File: src/rtl/yadmc_dpram_arb.sv
// Two-requester arbiter in front of one port of a dual-port RAM.
// Each access takes IDLE -> ISSUE -> WAIT -> ACK; simultaneous requests alternate round-robin.
module yadmc_dpram_arb #(
  parameter int address_depth = 10,
  parameter int data_width    = 8
) (
  input  logic                     clk,
  input  logic                     rst_n,

  input  logic                     m0_req,
  input  logic                     m0_we,
  input  logic [address_depth-1:0] m0_adr,
  input  logic [data_width-1:0]    m0_di,
  output logic                     m0_ack,
  output logic [data_width-1:0]    m0_do,

  input  logic                     m1_req,
  input  logic                     m1_we,
  input  logic [address_depth-1:0] m1_adr,
  input  logic [data_width-1:0]    m1_di,
  output logic                     m1_ack,
  output logic [data_width-1:0]    m1_do,

  output logic [address_depth-1:0] ram_adr,
  output logic                     ram_we,
  output logic [data_width-1:0]    ram_di,
  input  logic [data_width-1:0]    ram_do,

  output logic                     busy
);

  typedef enum logic [1:0] {IDLE, ISSUE, WAIT, ACK} state_t;

  state_t                   state_reg, state_next;
  logic                     grant_reg, grant_next;
  logic                     last_grant_reg, last_grant_next;
  logic [address_depth-1:0] ram_adr_reg, ram_adr_next;
  logic                     ram_we_reg, ram_we_next;
  logic [data_width-1:0]    ram_di_reg, ram_di_next;
  logic                     m0_ack_reg, m0_ack_next;
  logic                     m1_ack_reg, m1_ack_next;
  logic [data_width-1:0]    m0_do_reg, m0_do_next;
  logic [data_width-1:0]    m1_do_reg, m1_do_next;
  logic                     pick;

  // On a tie the requester that did not win last time is chosen.
  assign pick = (m0_req && m1_req) ? ~last_grant_reg : m1_req;

  always_ff @(posedge clk or negedge rst_n) begin
    if (!rst_n) begin
      state_reg      <= IDLE;
      grant_reg      <= 1'b0;
      last_grant_reg <= 1'b1;
      ram_adr_reg    <= '0;
      ram_we_reg     <= 1'b0;
      ram_di_reg     <= '0;
      m0_ack_reg     <= 1'b0;
      m1_ack_reg     <= 1'b0;
      m0_do_reg      <= '0;
      m1_do_reg      <= '0;
    end else begin
      state_reg      <= state_next;
      grant_reg      <= grant_next;
      last_grant_reg <= last_grant_next;
      ram_adr_reg    <= ram_adr_next;
      ram_we_reg     <= ram_we_next;
      ram_di_reg     <= ram_di_next;
      m0_ack_reg     <= m0_ack_next;
      m1_ack_reg     <= m1_ack_next;
      m0_do_reg      <= m0_do_next;
      m1_do_reg      <= m1_do_next;
    end
  end

  always_comb begin
    state_next      = state_reg;
    grant_next      = grant_reg;
    last_grant_next = last_grant_reg;
    ram_adr_next    = ram_adr_reg;
    ram_we_next     = ram_we_reg;
    ram_di_next     = ram_di_reg;
    m0_ack_next     = 1'b0;
    m1_ack_next     = 1'b0;
    m0_do_next      = m0_do_reg;
    m1_do_next      = m1_do_reg;

    unique case (state_reg)
      IDLE: begin
        ram_we_next = 1'b0;
        if (m0_req || m1_req) begin
          grant_next      = pick;
          last_grant_next = pick;
          ram_adr_next    = pick ? m1_adr : m0_adr;
          ram_we_next     = pick ? m1_we  : m0_we;
          ram_di_next     = pick ? m1_di  : m0_di;
          state_next      = ISSUE;
        end
      end
      ISSUE: begin
        ram_we_next = 1'b0;
        state_next  = WAIT;
      end
      WAIT: begin
        // The RAM is write-first, so a write returns the data just stored.
        if (grant_reg) begin
          m1_ack_next = 1'b1;
          m1_do_next  = ram_do;
        end else begin
          m0_ack_next = 1'b1;
          m0_do_next  = ram_do;
        end
        state_next = ACK;
      end
      ACK: begin
        state_next = IDLE;
      end
      default: begin
        state_next = IDLE;
      end
    endcase
  end

  assign ram_adr = ram_adr_reg;
  assign ram_we  = ram_we_reg;
  assign ram_di  = ram_di_reg;
  assign m0_ack  = m0_ack_reg;
  assign m1_ack  = m1_ack_reg;
  assign m0_do   = m0_do_reg;
  assign m1_do   = m1_do_reg;
  assign busy    = (state_reg != IDLE);

endmodule

File: config.mk
export PLATFORM = sky130hd
export DESIGN_NAME = yadmc_dpram_arb
export DESIGN_NICKNAME = d
export VERILOG_FILES = /design/src/rtl/yadmc_dpram_arb.sv
export SDC_FILE = /design/constraint.sdc
export NUM_CORES = 1
export LEC_CHECK = 0
export ABC_AREA = 1
export BUFFER_PORTS_ARGS = -buffer_cell sky130_fd_sc_hd__buf_4
export CAP_MARGIN = 5
export CORE_ASPECT_RATIO = 1.5
export CORE_UTILIZATION = 30
export CTS_BUF_LIST = sky130_fd_sc_hd__clkbuf_16
export DETAILED_ROUTE_END_ITERATION = 10
export SYNTH_ARGS = -nofsm -noshare
export SYNTH_HDL_FRONTEND = slang
export SYNTH_SLANG_ARGS = --single-unit
export TNS_END_PERCENT = 30
File: constraint.sdc
create_clock -name clk -period 1.4 [get_ports clk]
set_clock_uncertainty 0.1 [all_clocks]
set_input_delay 0.07 -clock clk [delete_from_list [all_inputs] [get_ports clk]]
set_output_delay 0.07 -clock clk [all_outputs]
set_load 0.01 [all_outputs]
Yosys cells after proc, flatten, opt, wreduce, memory -nomap -nowiden
Index checks and enable logic that the tools add are counted.
{"block": "totals", "register_bits": 41, "latchBits": 0, "ramBits": 0, "mem_bits_ro": 0, "wordCells": 36, "mem_count": 0}
{"block": "op_classes", "n_addsub": 0, "multipliers": 0, "div_mod_pow": 0, "n_lt_le_gt_ge": 0, "eq_ne": 4, "shift": 0, "muxes": 12, "bitwise": 2, "reduce_logical": 8}
{"operator": "2-to-1 mux 10 bit", "n": 1}
{"operator": "2-to-1 mux 8 bit", "n": 1}
{"operator": "case mux 2 bit (4 select lines)", "n": 1}
{"operator": "2-to-1 mux 1 bit", "n": 7}
{"operator": "AND reduction 2 bit", "n": 3}
{"operator": "equality test 2 bit, second input constant", "n": 2}
{"operator": "nonzero test 2 bit", "n": 2}
{"operator": "equality test 2 x 1 -> 1 bit, second input constant", "n": 1}
{"operator": "logical NOT 2 bit", "n": 1}
{"operator": "2-to-1 mux 2 bit", "n": 1}
{"operator": "inequality test 2 bit, second input constant", "n": 1}
{"operator": "inverter 1 bit", "n": 2}
{"operator": "case mux 1 bit (2 select lines)", "n": 1}
{"operator": "logical AND 1 bit", "n": 1}
{"operator": "logical OR 1 bit", "n": 1}

Depth between registers and ports, before layout
{"block": "logic_depth", "word_depth": 5, "mapped_depth": 7}

Least setup slack after synthesis
OpenSTA, ideal clock, no wires.
{"block": "synth_path", "path_kind": "reg2reg", "from": "register state_reg[0]", "to": "register ram_adr_reg[3], in the netlist ram_adr[3]", "setup_ps": 125, "arrival_ps": 1185, "required_ps": 1175, "slack_ps": -10, "path_stages_with_launch": 7, "path_cell_list": "dfrtp_1 inv_1 ha_1 inv_1 buf_2 o21ai_0 o21ai_1"}
{"block": "synth_via", "elab_chain_len": 2}
{"element": "start, declared", "line_no": "34", "rtl": "state_t state_reg, state_next;"}
{"element": "start signal, assigned", "line_no": "62", "rtl": "state_reg <= state_next;"}
{"element": "logical NOT 2 bit", "line_no": "87", "rtl": "unique case (state_reg)"}
{"element": "AND reduction 2 bit (no source line)"}
{"element": "end signal, assigned", "line_no": "65", "rtl": "ram_adr_reg <= ram_adr_next;"}
{"element": "end, declared", "line_no": "37", "rtl": "logic [address_depth-1:0] ram_adr_reg, ram_adr_next;"}
No other way between the ends.
A chain may end at the register's enable or synchronous reset.

Worst setup path after layout
{"block": "layout_path", "from": "register state_reg[0]", "to": "register ram_adr_reg[6], in the netlist ram_adr[6]"}
Same word-level chain as after synthesis.

==> impl_results.md <==
- Crit path max fanout: 5
- Residual DRC count: 0
- Synth Register Bits: 41
- Core Box Area: 6130 µm²
- DR top layer: met4
- Synth top area cells: dfrtp_1 (52%), nand2_1 (12%), o21ai_0 (10%)
- Asr flop ratio synth: 100%
- HPWL Detailed: 3550 µm
- Vias in the first global route: 1852
- Final Hold Fails: 0
- Die W: 67.2 µm
- H-Tree Depth: 2
- Max-slew violations: 0
- Max Freq: 719 MHz
- TritonCTS clock tree: yes
- RD Place Congestion: 0.809
- Post-route cell area: 3300 µm²
- Clock latency on the worst-skew pair: 280 ps
- Initial drt markers: 82
- Post-Synthesis Cells: 232
- GRT Total Usage: 16.3%
- Worst Setup End Kind: flip-flop
- Slew HR: 65.0%
- Post-Syn Area: 1910 µm²
- Hold WS: 9.53 ps
- CP startpoint kind: flip-flop
- Rows: 35
- GR Overflow Total: 0
- Routed wl met2: 2640 µm
- Router iterations before antenna repair: 4
- Leak: 1.73 nW
- CP arrival: 1450 ps
- Vias: 1898
- Worst VDD drop: 0.826 mV
- Critical path class: flip-flop to flip-flop
- Area Overhead vs Synth: 72.5%
- Yosys top cell by area: dfrtp_1
- Post-synthesis sequential area ratio: 53.7%
- Slew of the pin with the lowest slew margin: 525 ps
- Io pins: 88
- DR WL met3: 345 µm
- Max FFs per register: 10
- Vias per inst: 4.32
- Global-route wire length before repair: 8200 µm
- Setup violators final: 0
- Min Tclk post-route: 1390 ps
- DP Worst Slack: -32.5 ps
- Largest net degree at the start of global routing: 42
- I/O Buffers: 87
- Yosys top cell area share: 52.3%
- Status: completed
- Initial antenna violation count: 0
- Clock root buffer: clkbuf_16
- Clock-pin slew of the registers on the worst-case setup and hold paths: 60 ps
- Detailed Route WL: 5110 µm
- Mean Syn Cell Area: 8.25 µm²
- Fin crit share: 99.3%
- Number of flops mapped to enable cells by yosys: 0
- Layout cells sized above 1: 35.3%
- Die area: 6710 µm²
- RSZ-0062 raised after global routing: true
- Power density of the placed cells: 1990 nW/µm²
- Final nets: 418
- Worst setup margin: 10.1 ps
- Hold Path Class: primary input to flip-flop
- # clock sinks: 41
- CTS Buf Count: 5
- Routed length per instance: 11.6 µm
- FILL cells: 582
- Main synth FF type: dfrtp_1
- Syn Nets: 286
- Commonest non-fill, non-tap cell in the layout: buf_4
- Diode count: 0
- Yosys cell types: 19
- R2R setup slack: 10 ps
- Area occupied by registers: 1030 µm²
- Commonest non-fill, non-tap cells in the layout: buf_4 (99), nand2_1 (61), dfrtp_1 (40), inv_1 (30), dlygate4sd3_1 (29)
- DRT antenna net count: 0
- Area occupied by multi-input gates: 738 µm²
- Ys Warns: 0
- Initial Util: 31.2%
- WP data required: 1460 ps
- Clk buf depth: 2
- Max Cap Viol: 0
- Area post-placement: 2730 µm²
- Metal1 wirelength: 2050 µm
- Chip height: 99.8 µm
[worst max-delay path: stages, from the launching register on]
cell     delay (ps)
dfrtp_1         390
inv_2           100
ha_4            160
inv_6            50
buf_6           120
buf_4           130
o21ai_0         140
o21ai_1          80
[power breakdown]
part,switching [mW],internal [mW]
Combinational,1.54,1.68
Sequential,0.312,1.79
Clock,0.433,0.833
[what timing repair did]
item	CTS	global route
pin swaps	1	8
hold buffers	29	0
hold endpoints to repair	76	0
setup endpoints to repair	19	36
setup buffers	5	2
resized for setup	7	25
[per-layer routing]
layer | up-vias | track usage [%]
li1 | 981 | -
met1 | 842 | 17.7
met2 | 68 | 29.2
met3 | 7 | 4.66
met4 | 0 | 5.40
met5 | - | 0
[final cells by class]
type / count / share of cell area [%]
timing repair buffer: 135 / 34.8
sequential: 41 / 31.1
multi-input combinational: 148 / 22.4
inverter: 33 / 3.90
clock buffer: 5 / 3.79
tap: 74 / 2.81
clock inverter: 3 / 1.25
[cell families (layout without fill, tap and decap cells)]
group,Yosys count,count (layout),share of synthesized area [%]
buf+inv,43,176,9.94
compound gates,57,57,14.9
flops,41,41,53.7
simple gates,87,87,18.8
fa+ha+maj,4,4,2.62
[Yosys cell counts (2+ instances only)]
master and instances:
nand2_1 61, dfrtp_1 40, o21ai_0 39, inv_1 33, nor2_1 19, o21ai_1 18, clkbuf_1 4, ha_1 4
buf_6 3, nand3_1 2
[worst paths after layout]
path	startpoint	to	cells after the start
max in group asynchronous	rst_n	last_grant_reg	2
worst min-delay path	m0_di[6]	ram_di[6]	5
min in group asynchronous	rst_n	m0_do[5]	2
worst min register to register	m0_do[1]	m0_do[1]	2
worst max register to register	state_reg[0]	ram_adr[6]	7
worst max-delay path	state_reg[0]	ram_adr[6]	7
[metrics by stage]
| step | utilization, % | setup TNS [ps] | cells | power, mW |
|---|---|---|---|---|
| 5_1_grt | 53.8 | -270 | 439 | 7.10 |
| 3_3_place_gp | 44.6 | 0 | 395 | 4.87 |
| 4_1_cts | 52.9 | 0 | 437 | 6.47 |
| 3_5_place_dp | 44.6 | -222 | 395 | 4.93 |
| 6_report | 53.8 | 0 | 439 | 6.58 |
| 2_1_floorplan | - | 0 | 232 | 3.44 |
Note: power is estimated with default switching activity, not from simulation.
